==> config.mk <==
export PLATFORM = sky130hd
export DESIGN_NAME = pipe_collector_flat
export DESIGN_NICKNAME = d
export VERILOG_FILES = /design/src/rtl/pipe_collector_if.sv /design/src/rtl/pipe_collector.sv /design/src/flat_wrapper.sv
export SDC_FILE = /design/constraint.sdc
export NUM_CORES = 1
export LEC_CHECK = 0
export ABC_CLOCK_PERIOD_IN_PS = 13850
export CAP_MARGIN = 5
export CORE_MARGIN = 2
export CORE_UTILIZATION = 50
export CTS_BUF_LIST = sky130_fd_sc_hd__clkbuf_8 sky130_fd_sc_hd__clkbuf_16
export CTS_CLUSTER_SIZE = 25
export DETAILED_ROUTE_END_ITERATION = 16
export DONT_BUFFER_PORTS = 1
export GPL_TIMING_DRIVEN = 0
export SYNTH_ARGS = -nofsm -noshare
export SYNTH_HDL_FRONTEND = slang
export SYNTH_SLANG_ARGS = --single-unit
==> constraint.sdc <==
create_clock -name clk -period 13.85 [get_ports clk]
set_input_delay 2.0775 -clock clk [delete_from_list [all_inputs] [get_ports clk]]
set_output_delay 2.0775 -clock clk [all_outputs]
set_load 0.02 [all_outputs]
==> src/rtl/pipe_collector_if.sv <==
// Bundle between an upstream cipher pipeline stage, the result collector and its consumer.
// The slave modport is the collector's view; master is the surrounding logic's view.
interface pipe_collector_if #(
  parameter int DEPTH = 4
) ();
  localparam int CW = $clog2(DEPTH) + 1;

  logic          en;
  logic          done;
  logic [127:0]  state;
  logic [127:0]  key;
  logic [3:0]    num;
  logic          out_ready;
  logic          out_valid;
  logic [127:0]  out_state;
  logic [127:0]  out_key;
  logic [CW-1:0] count;
  logic          full;
  logic          overflow;
  logic [7:0]    drop_cnt;

  modport slave (
    input  en, done, state, key, num, out_ready,
    output out_valid, out_state, out_key, count, full, overflow, drop_cnt
  );

  modport master (
    output en, done, state, key, num, out_ready,
    input  out_valid, out_state, out_key, count, full, overflow, drop_cnt
  );
endinterface

==> src/rtl/pipe_collector.sv <==
// Buffers finished cipher results (state + key at the final round) in a small FIFO.
// Results arriving while the buffer is full and not draining are dropped and counted.
module pipe_collector #(
  parameter int         DEPTH     = 4,
  parameter logic [3:0] FINAL_NUM = 4'hA
) (
  input  logic           clk,
  input  logic           rst,
  pipe_collector_if.slave bus
);
  localparam int AW = (DEPTH > 1) ? $clog2(DEPTH) : 1;
  localparam int CW = $clog2(DEPTH) + 1;
  localparam logic [CW-1:0] FULL_CNT = CW'(DEPTH);

  logic [127:0]  mem_state [DEPTH];
  logic [127:0]  mem_key   [DEPTH];
  logic [AW-1:0] wr_ptr = '0;
  logic [AW-1:0] rd_ptr = '0;
  logic [CW-1:0] cnt    = '0;
  logic          ovf    = 1'b0;
  logic [7:0]    drops  = 8'h00;

  logic not_empty;
  logic is_full;
  logic push_req;
  logic pop;
  logic push_ok;
  logic drop;

  assign not_empty = (cnt != '0);
  assign is_full   = (cnt == FULL_CNT);
  assign push_req  = bus.en & bus.done & (bus.num == FINAL_NUM);
  assign pop       = not_empty & bus.out_ready;
  // A pop in the same cycle frees the slot the push needs, even when full.
  assign push_ok   = push_req & (~is_full | pop);
  assign drop      = push_req & is_full & ~pop;

  always_ff @(posedge clk) begin
    if (push_ok && !rst) begin
      mem_state[wr_ptr] <= bus.state;
      mem_key[wr_ptr]   <= bus.key;
    end
  end

  always_ff @(posedge clk) begin
    if (rst) begin
      wr_ptr <= '0;
      rd_ptr <= '0;
      cnt    <= '0;
      ovf    <= 1'b0;
      drops  <= 8'h00;
    end else begin
      if (push_ok) wr_ptr <= wr_ptr + 1'b1;
      if (pop)     rd_ptr <= rd_ptr + 1'b1;
      case ({push_ok, pop})
        2'b10:   cnt <= cnt + 1'b1;
        2'b01:   cnt <= cnt - 1'b1;
        default: cnt <= cnt;
      endcase
      if (drop) begin
        ovf <= 1'b1;
        if (drops != 8'hFF) drops <= drops + 8'h01;
      end
    end
  end

  // Stale storage stays hidden once the buffer is empty, including after reset.
  assign bus.out_valid = not_empty;
  assign bus.out_state = not_empty ? mem_state[rd_ptr] : 128'b0;
  assign bus.out_key   = not_empty ? mem_key[rd_ptr]   : 128'b0;
  assign bus.count     = cnt;
  assign bus.full      = is_full;
  assign bus.overflow  = ovf;
  assign bus.drop_cnt  = drops;
endmodule

==> src/flat_wrapper.sv <==
// flat-port wrapper written by rule: the top's interface ports become plain ports
module pipe_collector_flat 
#(
  parameter int         DEPTH     = 4,
  parameter logic [3:0] FINAL_NUM = 4'hA
)
  (clk, rst, bus_en, bus_done, bus_state, bus_key, bus_num, bus_out_ready, bus_out_valid, bus_out_state, bus_out_key, bus_count, bus_full, bus_overflow, bus_drop_cnt);
  pipe_collector_if #(.DEPTH(DEPTH)) bus_i ();
  input  logic clk;
  input  logic rst;
  input wire logic [$bits(bus_i.en)-1:0] bus_en;
  input wire logic [$bits(bus_i.done)-1:0] bus_done;
  input wire logic [$bits(bus_i.state)-1:0] bus_state;
  input wire logic [$bits(bus_i.key)-1:0] bus_key;
  input wire logic [$bits(bus_i.num)-1:0] bus_num;
  input wire logic [$bits(bus_i.out_ready)-1:0] bus_out_ready;
  output wire logic [$bits(bus_i.out_valid)-1:0] bus_out_valid;
  output wire logic [$bits(bus_i.out_state)-1:0] bus_out_state;
  output wire logic [$bits(bus_i.out_key)-1:0] bus_out_key;
  output wire logic [$bits(bus_i.count)-1:0] bus_count;
  output wire logic [$bits(bus_i.full)-1:0] bus_full;
  output wire logic [$bits(bus_i.overflow)-1:0] bus_overflow;
  output wire logic [$bits(bus_i.drop_cnt)-1:0] bus_drop_cnt;
  assign bus_i.en = bus_en;
  assign bus_i.done = bus_done;
  assign bus_i.state = bus_state;
  assign bus_i.key = bus_key;
  assign bus_i.num = bus_num;
  assign bus_i.out_ready = bus_out_ready;
  assign bus_out_valid = bus_i.out_valid;
  assign bus_out_state = bus_i.out_state;
  assign bus_out_key = bus_i.out_key;
  assign bus_count = bus_i.count;
  assign bus_full = bus_i.full;
  assign bus_overflow = bus_i.overflow;
  assign bus_drop_cnt = bus_i.drop_cnt;
  pipe_collector #(.DEPTH(DEPTH), .FINAL_NUM(FINAL_NUM)) u_core (.clk(clk), .rst(rst), .bus(bus_i));
endmodule
Word-level counts from Yosys, hierarchy flattened
Memory sizes are Yosys's and may differ from the RTL's. A register that Yosys moved wholly into a read port is not among the register bits. Cells that the tools add are included.

Register bits: 16. Memory bits (writable): 1024. Input bits: 265. Output and inout bits: 270. Logic and storage cells: 40. Memories: 2.

Add/sub/neg operators: 5. Equality and inequality tests: 5. Muxes and demuxes: 9. Bitwise logic cells: 9. Reduce and logical (&&, ||, !) cells: 5.

Memories: u_core.mem_key (depth 4, width 128, rd ports 1, clocked after memory_dff 1, write ports 1, line pipe_collector.sv:16) `logic [127:0] mem_key [DEPTH];`; u_core.mem_state (depth 4, width 128, rd ports 1, clocked after memory_dff 1, write ports 1, line pipe_collector.sv:15) `logic [127:0] mem_state [DEPTH];`.

Operator list (count): $mux 128 (2); $add 8x1->8 const B (1); $mux 2 (4); $ne 8x8->1 const B (1); $and 1x1->1 (6); $pmux 3 s2 (1); $add 2x1->2 const B (2); $eq 4x4->1 const B (1); $add 3x1->3 const B (1); $eq 3x3->1 const B (1); $reduce_bool 3->1 (1); $sub 3x1->3 const B (1); $eq 2x1->1 const B (1); $eq 2x2->1 const B (1); $mux 1 (2); $not 1->1 (2); $reduce_and 2->1 (1); $reduce_bool 2->1 (1); $logic_and 1x1->1 (1); $logic_not 1->1 (1); $or 1x1->1 (1).

Logic depth before layout (Yosys ltp)
Gate-level depths: netlist of run 1.

Depth after elaboration: 7. Depth in mapped cells: 9. Mapped depth without buffers: 8.

Worst setup path before layout of run 1
Ideal clock, no wire load.

Path kind: input port to flip-flop. Start point: in bus_num[0]. End point: mem u_core.mem_key[0][0], enable pin. Library setup time: 651 ps. Arrival: 8763 ps. Data required time: 13199 ps. Slack: 4435 ps. Stages on the path: 3. Buffers on the path: 0. Cells stage by stage: nand4b_1 nor3_1 and3_1.

Cells in the longest elaborated chain, start to end: 6.

RTL lines: from (decl) (line flat_wrapper.sv:15) `input wire logic [$bits(bus_i.num)-1:0] bus_num;`; $eq 4x4->1 (line pipe_collector.sv:32) `assign push_req = bus.en & bus.done & (bus.num == FINAL_NUM);`; $and 1x1->1 (line pipe_collector.sv:32); $and 1x1->1 (line pipe_collector.sv:35) `assign push_ok = push_req & (~is_full | pop);`; $logic_and 1x1->1 (line pipe_collector.sv:39) `if (push_ok && !rst) begin`; $mux 1 (line pipe_collector.sv:39); $mux 1 (not written as such) (line pipe_collector.sv:41) `mem_key[wr_ptr] <= bus.key;`; to (decl) (line pipe_collector.sv:16).

Every way passes these cells.

Final worst setup path of run 1
Start point: reg u_core.cnt[1] (netlist: u_core.bus.count[1]). End point: out bus_out_key[113].

Cells in the longest elaborated chain, start to end: 2.

RTL lines: from (decl) (line pipe_collector.sv:19) `logic [CW-1:0] cnt = '0;`; from (signal assigned) (line pipe_collector.sv:56) `2'b10: cnt <= cnt + 1'b1;`; from (signal assigned) (line pipe_collector.sv:57) `2'b01: cnt <= cnt - 1'b1;`; from (signal assigned) (line pipe_collector.sv:58) `default: cnt <= cnt;`; $reduce_bool 3->1 (line pipe_collector.sv:30) `assign not_empty = (cnt != '0);`; $mux 128 (line pipe_collector.sv:70) `assign bus.out_key = not_empty ? mem_key[rd_ptr] : 128'b0;`; to (decl) (line flat_wrapper.sv:19) `output wire logic [$bits(bus_i.out_key)-1:0] bus_out_key;`.

Every way passes these cells.

==> results of run 1 <==
kinds of logic after synthesis:
group | count (synthesis) | synth area share (%)
flops | 1042 | 78.6
simple gates | 306 | 4.82
mux | 260 | 14.7
buf+inv | 100 | 1.08
compound gates | 27 | 0.474
fa+ha+maj | 6 | 0.209
xor+xnor | 4 | 0.0886
critical path, stage by stage, from the launching register on:
cell	delay, ns
dfxtp_1	0.78
or3_2	0.23
buf_2	0.33
clkbuf_1	0.96
clkbuf_1	0.58
and2_1	0.46
per-layer routing:
metal	GRT usage (%)	part of all wire, %
met1	25.7	37
met5	0	0
met3	7.73	9.3
met2	35.6	52
met4	5.21	1.7
worst paths after layout:
path	depth (start not counted)	slack, ns	to	from
hold / removal	2	0.54	u_core.rd_ptr[0]	u_core.rd_ptr[0]
setup / recovery	5	7.73	bus_out_key[113]	u_core.bus.count[1]
hold reg to reg	2	0.54	u_core.rd_ptr[0]	u_core.rd_ptr[0]
setup reg to reg	5	10.29	u_core.mem_state[1][72]	u_core.bus.count[1]
cells in the mapped netlist (2+ instances only):
| cell | count |
|---|---|
| nand3_1 | 3 |
| nor2b_1 | 2 |
| mux2_2 | 2 |
| nand4_1 | 2 |
| nor2_1 | 10 |
| nor3_1 | 4 |
| and2_1 | 258 |
| buf_4 | 2 |
| clkbuf_1 | 48 |
| and3_1 | 5 |
| buf_2 | 29 |
| ha_1 | 5 |
| nand3b_1 | 2 |
| xor2_1 | 2 |
| dfxtp_1 | 18 |
| xnor2_1 | 2 |
| edfxtp_1 | 1024 |
| mux4_2 | 256 |
| or4_1 | 2 |
| a31oi_1 | 3 |
| o41ai_1 | 2 |
| inv_1 | 10 |
| buf_1 | 10 |
| nand2_1 | 8 |
| a21oi_1 | 8 |
| o21ai_0 | 3 |
| mux2i_1 | 2 |
state kept, by name (all words and copies together), names as in the netlist, named ones only:
| register | count |
|---|---|
| u_core.mem_key | 512 |
| u_core.mem_state | 512 |
| u_core.bus.drop_cnt | 8 |
| u_core.bus.count | 3 |
| u_core.rd_ptr | 2 |
| u_core.wr_ptr | 2 |
| u_core.bus.overflow | 1 |
power by group:
part / switching (mW) / leakage, nW / internal (mW)
clock network: 1.17 / 1.79 / 1.69
registers: 0.000784 / 9.35 / 3.46
logic: 0.0191 / 2.74 / 0.0110
layout make-up:
cell class / instances / area, um2 / share of cell area (%)
Multi-Input combinational cell: 603 / 8040 / 17.9
Buffer: 90 / 390 / 0.868
Tap cell: 1050 / 1310 / 2.92
Inverter: 10 / 37.5 / 0.0834
Clock inverter: 86 / 878 / 1.95
Sequential cell: 1042 / 31100 / 69.2
Clock buffer: 106 / 2650 / 5.90
Timing Repair Buffer: 21 / 563 / 1.25
stage by stage:
stage / worst slack [ns] / hold WS [ns] / TNS [ns] / cells / power [mW]
6_report: 7.73 / 0.544 / 0 / 3008 / 6.36
5_1_grt: 7.58 / 0.561 / 0 / 3008 / 6.54
4_1_cts: 7.58 / 0.544 / 0 / 3008 / 6.41
3_5_place_dp: 8.32 / 0.528 / 0 / 2816 / 3.56
3_3_place_gp: -1.22 / 0.509 / -1181.72 / 2795 / 3.56
2_1_floorplan: 4.44 / 0.485 / 0 / 1745 / 3.56
==> flow_summary_export.csv, run 1 <==
group,metric,value,unit
place,hpwl,55100,um
place,place_area,41500,um2
clocking,cts.sinks,1042,
critical_path,crit_path_end_kind,"output pin",
synth,ys_seq_area_share,78.6,%
grt,antenna_found_initial,2,
synth,synth_top_area_share,77.7,%
clocking,hold_buffers,0,
grt,grt.total_usage,21.0,%
synth,syn_area_per_cell,22.7,um2
grt,grt_max_degree,52,
power,p_leak,13.9,nW
finish,finish.utilization,57.2,%
synth,syn_inst,1745,
sta,relSlewSlack,16.5,%
clocking,clock_path_buffers,3,
critical_path,critPathKind,"flop to output pin",
finish,n_antenna_cell,0,
synth,synthArstFlopShare,0,%
clocking,root_buffer,"clkbuf_16",
sta,min_period,6.12,ns
route,vias_per_cell,5.77,
finish,mostFrequentLayoutCell,"edfxtp_1",
finish,drive_above_1_share,24.1,%
sta,period_share,44.2,%
finish,fillers,5818,
synth,ys_seq_elements,1042,
synth,yosysTopAreaCell,"edfxtp_1",
sta,fmaxAchievable,0.163,GHz
grt,gr-total-overflow,0,
route,wl_per_cell,28.3,um
sta,final_hold_viol_count,0,
grt,grt_pass1_wl,125000,um
flow_run,maxCapViolations,0,
clocking,cts-resized-gates,0,
sta,final-setup-viol-count,0,
clocking,clk_latency,0.66,ns
sta,clock_skew,0.0296,ns
clocking,cts_buffers,105,
grt,grt_pass1_vias,18587,
synth,synth_nets,2016,
finish,fin_area,45000,um2
die,core_area,78600,um2
die,io_pins,535,
min_path,hold_class,"flop to flop",
finish,fin_nets,2144,
route,drtIter0Drc,1134,
route,drt-total-wl,85000,um
synth,ys_warn_count,0,
finish,mostFrequentLayoutCells,"1024 x edfxtp_1, 258 x and2_1, 256 x mux4_2",
die,die_x,285,um
critical_path,cp.arrival,4.04,ns
place,place_congestion,0.751,
route,ant_nets,0,
finish,area_growth_syn_to_layout,13.7,%
synth,ys_types,50,
critical_path,cp_data_required_time,11.77,ns
route,dr_total_vias,17348,
critical_path,path_max_fanout,10,
sta,worst_pin_slew,1.25,ns
power,irDropWorstVdd,106,uV
synth,synth-edff-count,1024,
die,start_util,50.3,%
power,p_per_area,141,nW/um2
synth,synth_area_leaders,"edfxtp_1 78%, mux4_2 15%, and2_1 4.1%",
route,drt_first_pass_iters,5,
synth,netlist_area,39600,um2
clocking,clkTransAtPathRegs,0.06,ns
place,portBuffers,0,
route,drc,0,
synth,synthFlopType,"edfxtp_1",
sta,maxSlewViolCount,0,
clocking,post-cts-setup-buffers,0,
die,dieArea,81400,um2
sta,rsz0062_at_grt,"false",
clocking,cts_tree,"built",
die,num_rows,103,
critical_path,cp-start-kind,"flop",
clocking,htree_levels,3,
die,die_y,285,um
run_status,status,"finished clean",
No activity file was read; power rests on OpenSTA's default activity.
==> run 2: changes to the inputs <==
--- a/config.mk
+++ b/config.mk
@@ -5,7 +5,7 @@
 export SDC_FILE = /design/constraint.sdc
 export NUM_CORES = 1
 export LEC_CHECK = 0
-export ABC_CLOCK_PERIOD_IN_PS = 13850
+export ABC_CLOCK_PERIOD_IN_PS = 6020
 export CAP_MARGIN = 5
 export CORE_MARGIN = 2
 export CORE_UTILIZATION = 50
==> constraint.sdc (replaced) <==
create_clock -name clk -period 6.02 [get_ports clk]
set_input_delay 0.903 -clock clk [delete_from_list [all_inputs] [get_ports clk]]
set_output_delay 0.903 -clock clk [all_outputs]
set_load 0.02 [all_outputs]
==> flow_summary_export.csv, run 2 (synthesis results as in run 1) <==
group,metric,value,unit
critical_path,cp_data_required_time,5.12,ns
grt,antenna_found_initial,1,
route,vias_per_cell,5.73,
power,irDropWorstVdd,303,uV
critical_path,cpMostUsedCell,"clkbuf_1",
sta,fmaxAchievable,0.202,GHz
power,total_power,14.2,mW
clocking,hold_buffers,0,
finish,n_antenna_cell,0,
critical_path,cp-start-kind,"flop",
finish,fin_area,44700,um2
finish,finish.utilization,56.9,%
place,place_area,41400,um2
finish,drive_above_1_share,23.6,%
critical_path,slowest_stage,"clkbuf_1",
finish,area_growth_syn_to_layout,13.1,%
sta,maxSlewViolCount,0,
place,place_congestion,0.785,
finish,mostFrequentLayoutCell,"edfxtp_1",
route,wl_per_cell,28.1,um
sta,min_period,4.95,ns
critical_path,crit_path_end_kind,"output pin",
route,drt-total-wl,84400,um
power,p_leak,13.8,nW
grt,grt_pass1_wl,123000,um
run_status,status,"finished clean",
finish,mostFrequentLayoutCells,"1024 x edfxtp_1, 258 x and2_1, 256 x mux4_2",
critical_path,cp_cell_sequence,"or3_2 -> buf_2 -> clkbuf_1 -> clkbuf_1 -> and2_1",
sta,final_hold_viol_count,0,
clocking,clock_path_buffers,3,
die,die_x,285,um
clocking,cts-resized-gates,0,
route,drt_first_pass_iters,6,
sta,period_share,82.2,%
critical_path,cp.arrival,4.05,ns
route,drc,0,
sta,relSlewSlack,15.4,%
flow_run,maxCapViolations,0,
finish,fillers,5814,
grt,grt.total_usage,20.7,%
critical_path,path_max_fanout,10,
clocking,clk_latency,0.65,ns
place,dp_cells,2815,
clocking,cts.sinks,1042,
die,start_util,50.3,%
grt,gr-total-overflow,0,
die,die_y,285,um
clocking,post-cts-setup-buffers,0,
clocking,root_buffer,"clkbuf_16",
sta,clock_skew,0.0349,ns
die,core_area,78600,um2
die,io_pins,535,
place,hpwl,54700,um
clocking,clkTransAtPathRegs,0.06,ns
critical_path,critPathMaxStageDelay,0.97,ns
finish,fin_nets,2142,
route,ant_nets,0,
clocking,htree_levels,3,
place,portBuffers,0,
clocking,cts_buffers,104,
critical_path,critPathKind,"flop to output pin",
clocking,cts_tree,"built",
sta,final-setup-viol-count,0,
power,p_per_area,318,nW/um2
sta,rsz0062_at_grt,"false",
finish,final_cells,3003,
die,num_rows,103,
route,dr_total_vias,17216,
grt,grt_max_degree,56,
route,drtIter0Drc,1178,
die,dieArea,81400,um2
grt,grt_pass1_vias,18401,
min_path,hold_class,"input port to flop",
sta,worst_pin_slew,1.27,ns
sta,fin_tns_setup,0,ns
critical_path,crit_family,"buffers and inverters",
critical_path,cp_num_buf_inv,3,
## run 2: worst paths after layout
kind                        from                        to  slack, ns  depth (start not counted)
max reg2reg  u_core.bus.count[1]    u_core.mem_state[2][2]       2.49                          6
min reg2reg     u_core.rd_ptr[1]                      flop       0.55                          2
min               bus_state[107]  u_core.mem_state[3][107]       0.34                          0
max          u_core.bus.count[1]          bus_out_key[110]       1.07                          5
## run 2: power breakdown
part	internal, mW	leakage (nW)	switching, mW
registers	7.97	9.35	0.00180
logic	0.0253	2.74	0.0436
clock network	3.57	1.72	2.62
total	11.6	13.8	2.66
## run 2: final cells by class
cell class	instances	area, um2	share of cell area, %
buffer	90	390	0.872
clock buffer	106	2650	5.93
clock inverter	82	654	1.46
inverter	10	37.5	0.0839
multi-input combinational	603	8040	18.0
sequential	1042	31100	69.5
tap	1050	1310	2.94
timing repair buffer	20	551	1.23
## run 2: stage by stage
step                      setup slack [ns]  hold slack (ns)
after floorplan                      0.744            0.485
after global placement               -2.23            0.516
after detailed placement              1.54            0.541
after CTS                            0.819            0.286
after global routing                 0.820            0.300
final                                 1.07            0.340
## run 2: routing by layer
metal | up-vias | part of all wire (%) | GRT usage [%]
met3 | 128 | 9.1 | 8.22
met4 | 0 | 2.9 | 6.65
li1 | 7427 | - | -
met5 | - | 0 | 0
met2 | 505 | 51 | 34.7
met1 | 9156 | 37 | 24.7
==> run 3: changes to the inputs <==
--- a/config.mk
+++ b/config.mk
@@ -5,7 +5,7 @@
 export SDC_FILE = /design/constraint.sdc
 export NUM_CORES = 1
 export LEC_CHECK = 0
-export ABC_CLOCK_PERIOD_IN_PS = 6020
+export ABC_CLOCK_PERIOD_IN_PS = 4500
 export CAP_MARGIN = 5
 export CORE_MARGIN = 2
 export CORE_UTILIZATION = 50
@@ -14,6 +14,7 @@
 export DETAILED_ROUTE_END_ITERATION = 16
 export DONT_BUFFER_PORTS = 1
 export GPL_TIMING_DRIVEN = 0
+export PLACE_DENSITY = 0.68
 export SYNTH_ARGS = -nofsm -noshare
 export SYNTH_HDL_FRONTEND = slang
 export SYNTH_SLANG_ARGS = --single-unit
==> constraint.sdc (replaced) <==
create_clock -name clk -period 4.5 [get_ports clk]
set_input_delay 0.675 -clock clk [delete_from_list [all_inputs] [get_ports clk]]
set_output_delay 0.675 -clock clk [all_outputs]
set_load 0.02 [all_outputs]
==> flow_summary_export.csv, run 3 (synthesis results as in run 1) <==
group,metric,value,unit
run_status,status,"finished clean",
flow_run,maxCapViolations,0,
place,place_ws,0.319,ns
power,p_leak,13.8,nW
sta,fmaxAchievable,0.235,GHz
clocking,htree_levels,3,
die,start_util,50.3,%
place,place_congestion,0.792,
finish,fin_nets,2143,
finish,multi_input_area,8040,um2
route,drc,0,
sta,period_share,94.6,%
die,io_pins,535,
critical_path,crit_path_end_kind,"output pin",
finish,mostFrequentLayoutCells,"1024 x edfxtp_1, 258 x and2_1, 256 x mux4_2",
finish,ff_latch_area,31100,um2
clocking,cts.sinks,1042,
route,vias_per_cell,5.79,
critical_path,cp_num_buf_inv,3,
die,num_rows,103,
die,die_y,285,um
sta,relSlewSlack,15.7,%
critical_path,crit_family,"buffers and inverters",
critical_path,crit_start,"u_core.bus.count[1]",
sta,setup_slack,0.245,ns
critical_path,r2r_slack,0.86,ns
route,dr_total_vias,17446,
critical_path,cp_cell_sequence,"or3_2 -> buf_2 -> clkbuf_2 -> clkbuf_1 -> and2_1",
finish,finish.utilization,57.1,%
grt,gr-total-overflow,0,
finish,fin_area,44900,um2
clocking,clk_latency,0.66,ns
power,total_power,19.3,mW
grt,grt_pass1_vias,18614,
critical_path,cp.arrival,3.58,ns
sta,clock_skew,0.0484,ns
critical_path,critPathMaxStageDelay,0.71,ns
die,dieArea,81400,um2
place,dp_cells,2816,
route,drt-total-wl,83900,um
route,ant_nets,0,
sta,maxSlewViolCount,0,
sta,final_hold_viol_count,0,
die,die_x,285,um
sta,worst_pin_slew,1.27,ns
min_path,hold_class,"input port to flop",
power,irDropWorstVdd,505,uV
clocking,cts-resized-gates,1,
grt,grt.total_usage,20.6,%
finish,drive_above_1_share,24.4,%
grt,grt_pass1_wl,123000,um
finish,fillers,5715,
clocking,root_buffer,"clkbuf_16",
critical_path,critPathKind,"flop to output pin",
clocking,post-cts-setup-buffers,0,
grt,grt_max_degree,56,
clocking,cts_tree,"built",
clocking,cts_buffers,104,
critical_path,path_max_fanout,10,
critical_path,cp_data_required_time,3.83,ns
clocking,clkTransAtPathRegs,0.06,ns
finish,area_growth_syn_to_layout,13.5,%
sta,min_period,4.26,ns
grt,antenna_found_initial,6,
finish,mostFrequentLayoutCell,"edfxtp_1",
route,drtIter0Drc,1333,
critical_path,r2r-end,"u_core.mem_state[3][21]",
finish,final_cells,3012,
critical_path,cp-start-kind,"flop",
power,p_per_area,429,nW/um2
critical_path,worstSetupEndpoint,"bus_out_state[75]",
die,core_area,78600,um2
place,hpwl,55700,um
route,drt_first_pass_iters,5,
clocking,hold_buffers,0,
route,wl_per_cell,27.8,um
sta,final-setup-viol-count,0,
clocking,clock_path_buffers,3,
place,place_area,41400,um2
place,portBuffers,0,
critical_path,r2r_start,"u_core.bus.count[1]",
critical_path,r2r_cells,6,
critical_path,path_depth,5,
critical_path,slowest_stage,"dfxtp_1",
[run 3: per-stage QoR]
step | setup TNS [ns] | hold WS [ns]
detailed placement | 0 | 0.536
finish | 0 | 0.106
global placement | -3341.70 | 0.505
CTS | 0 | 0.0537
global route | -0.00829 | 0.0630
floorplan | -560.54 | 0.485
[run 3: where the power goes]
| part | switching [mW] | total, mW | internal [mW] | leakage (nW) |
|---|---|---|---|---|
| combinational | 0.0576 | 0.0916 | 0.0340 | 2.74 |
| clock | 3.59 | 8.52 | 4.93 | 1.76 |
| sequential | 0.00248 | 10.7 | 10.7 | 9.35 |
| total | 3.65 | 19.3 | 15.6 | 13.8 |
[run 3: how the worst min path moves through the flow]
stage | to | cells after the start | from | slack [ns]
global placement | flop | 2 | u_core.rd_ptr[1] | 0.51
detailed placement | flop | 2 | u_core.rd_ptr[0] | 0.54
global route | u_core.mem_key[1][104] | 0 | bus_key[104] | 0.06
floorplan | flop | 2 | u_core.rd_ptr[1] | 0.48
CTS | u_core.mem_key[1][119] | 0 | bus_key[119] | 0.05
finish | u_core.mem_state[3][121] | 0 | bus_state[121] | 0.11
[run 3: per-layer routing]
layer / GRT usage, % / part of all wire [%]
met3: 7.34 / 9.3
met5: 0 / 0.031
met2: 34.4 / 51
met1: 25.2 / 37
met4: 6.41 / 2.7
[run 3: area by class of cell]
type	count	share of cell area, %
timing repair buffer	21	1.24
clock inverter	88	1.74
sequential	1042	69.3
inverter	10	0.0836
tap	1050	2.93
antenna	2	0.0111
clock buffer	106	5.91
multi-input combinational	603	17.9
buffer	90	0.872
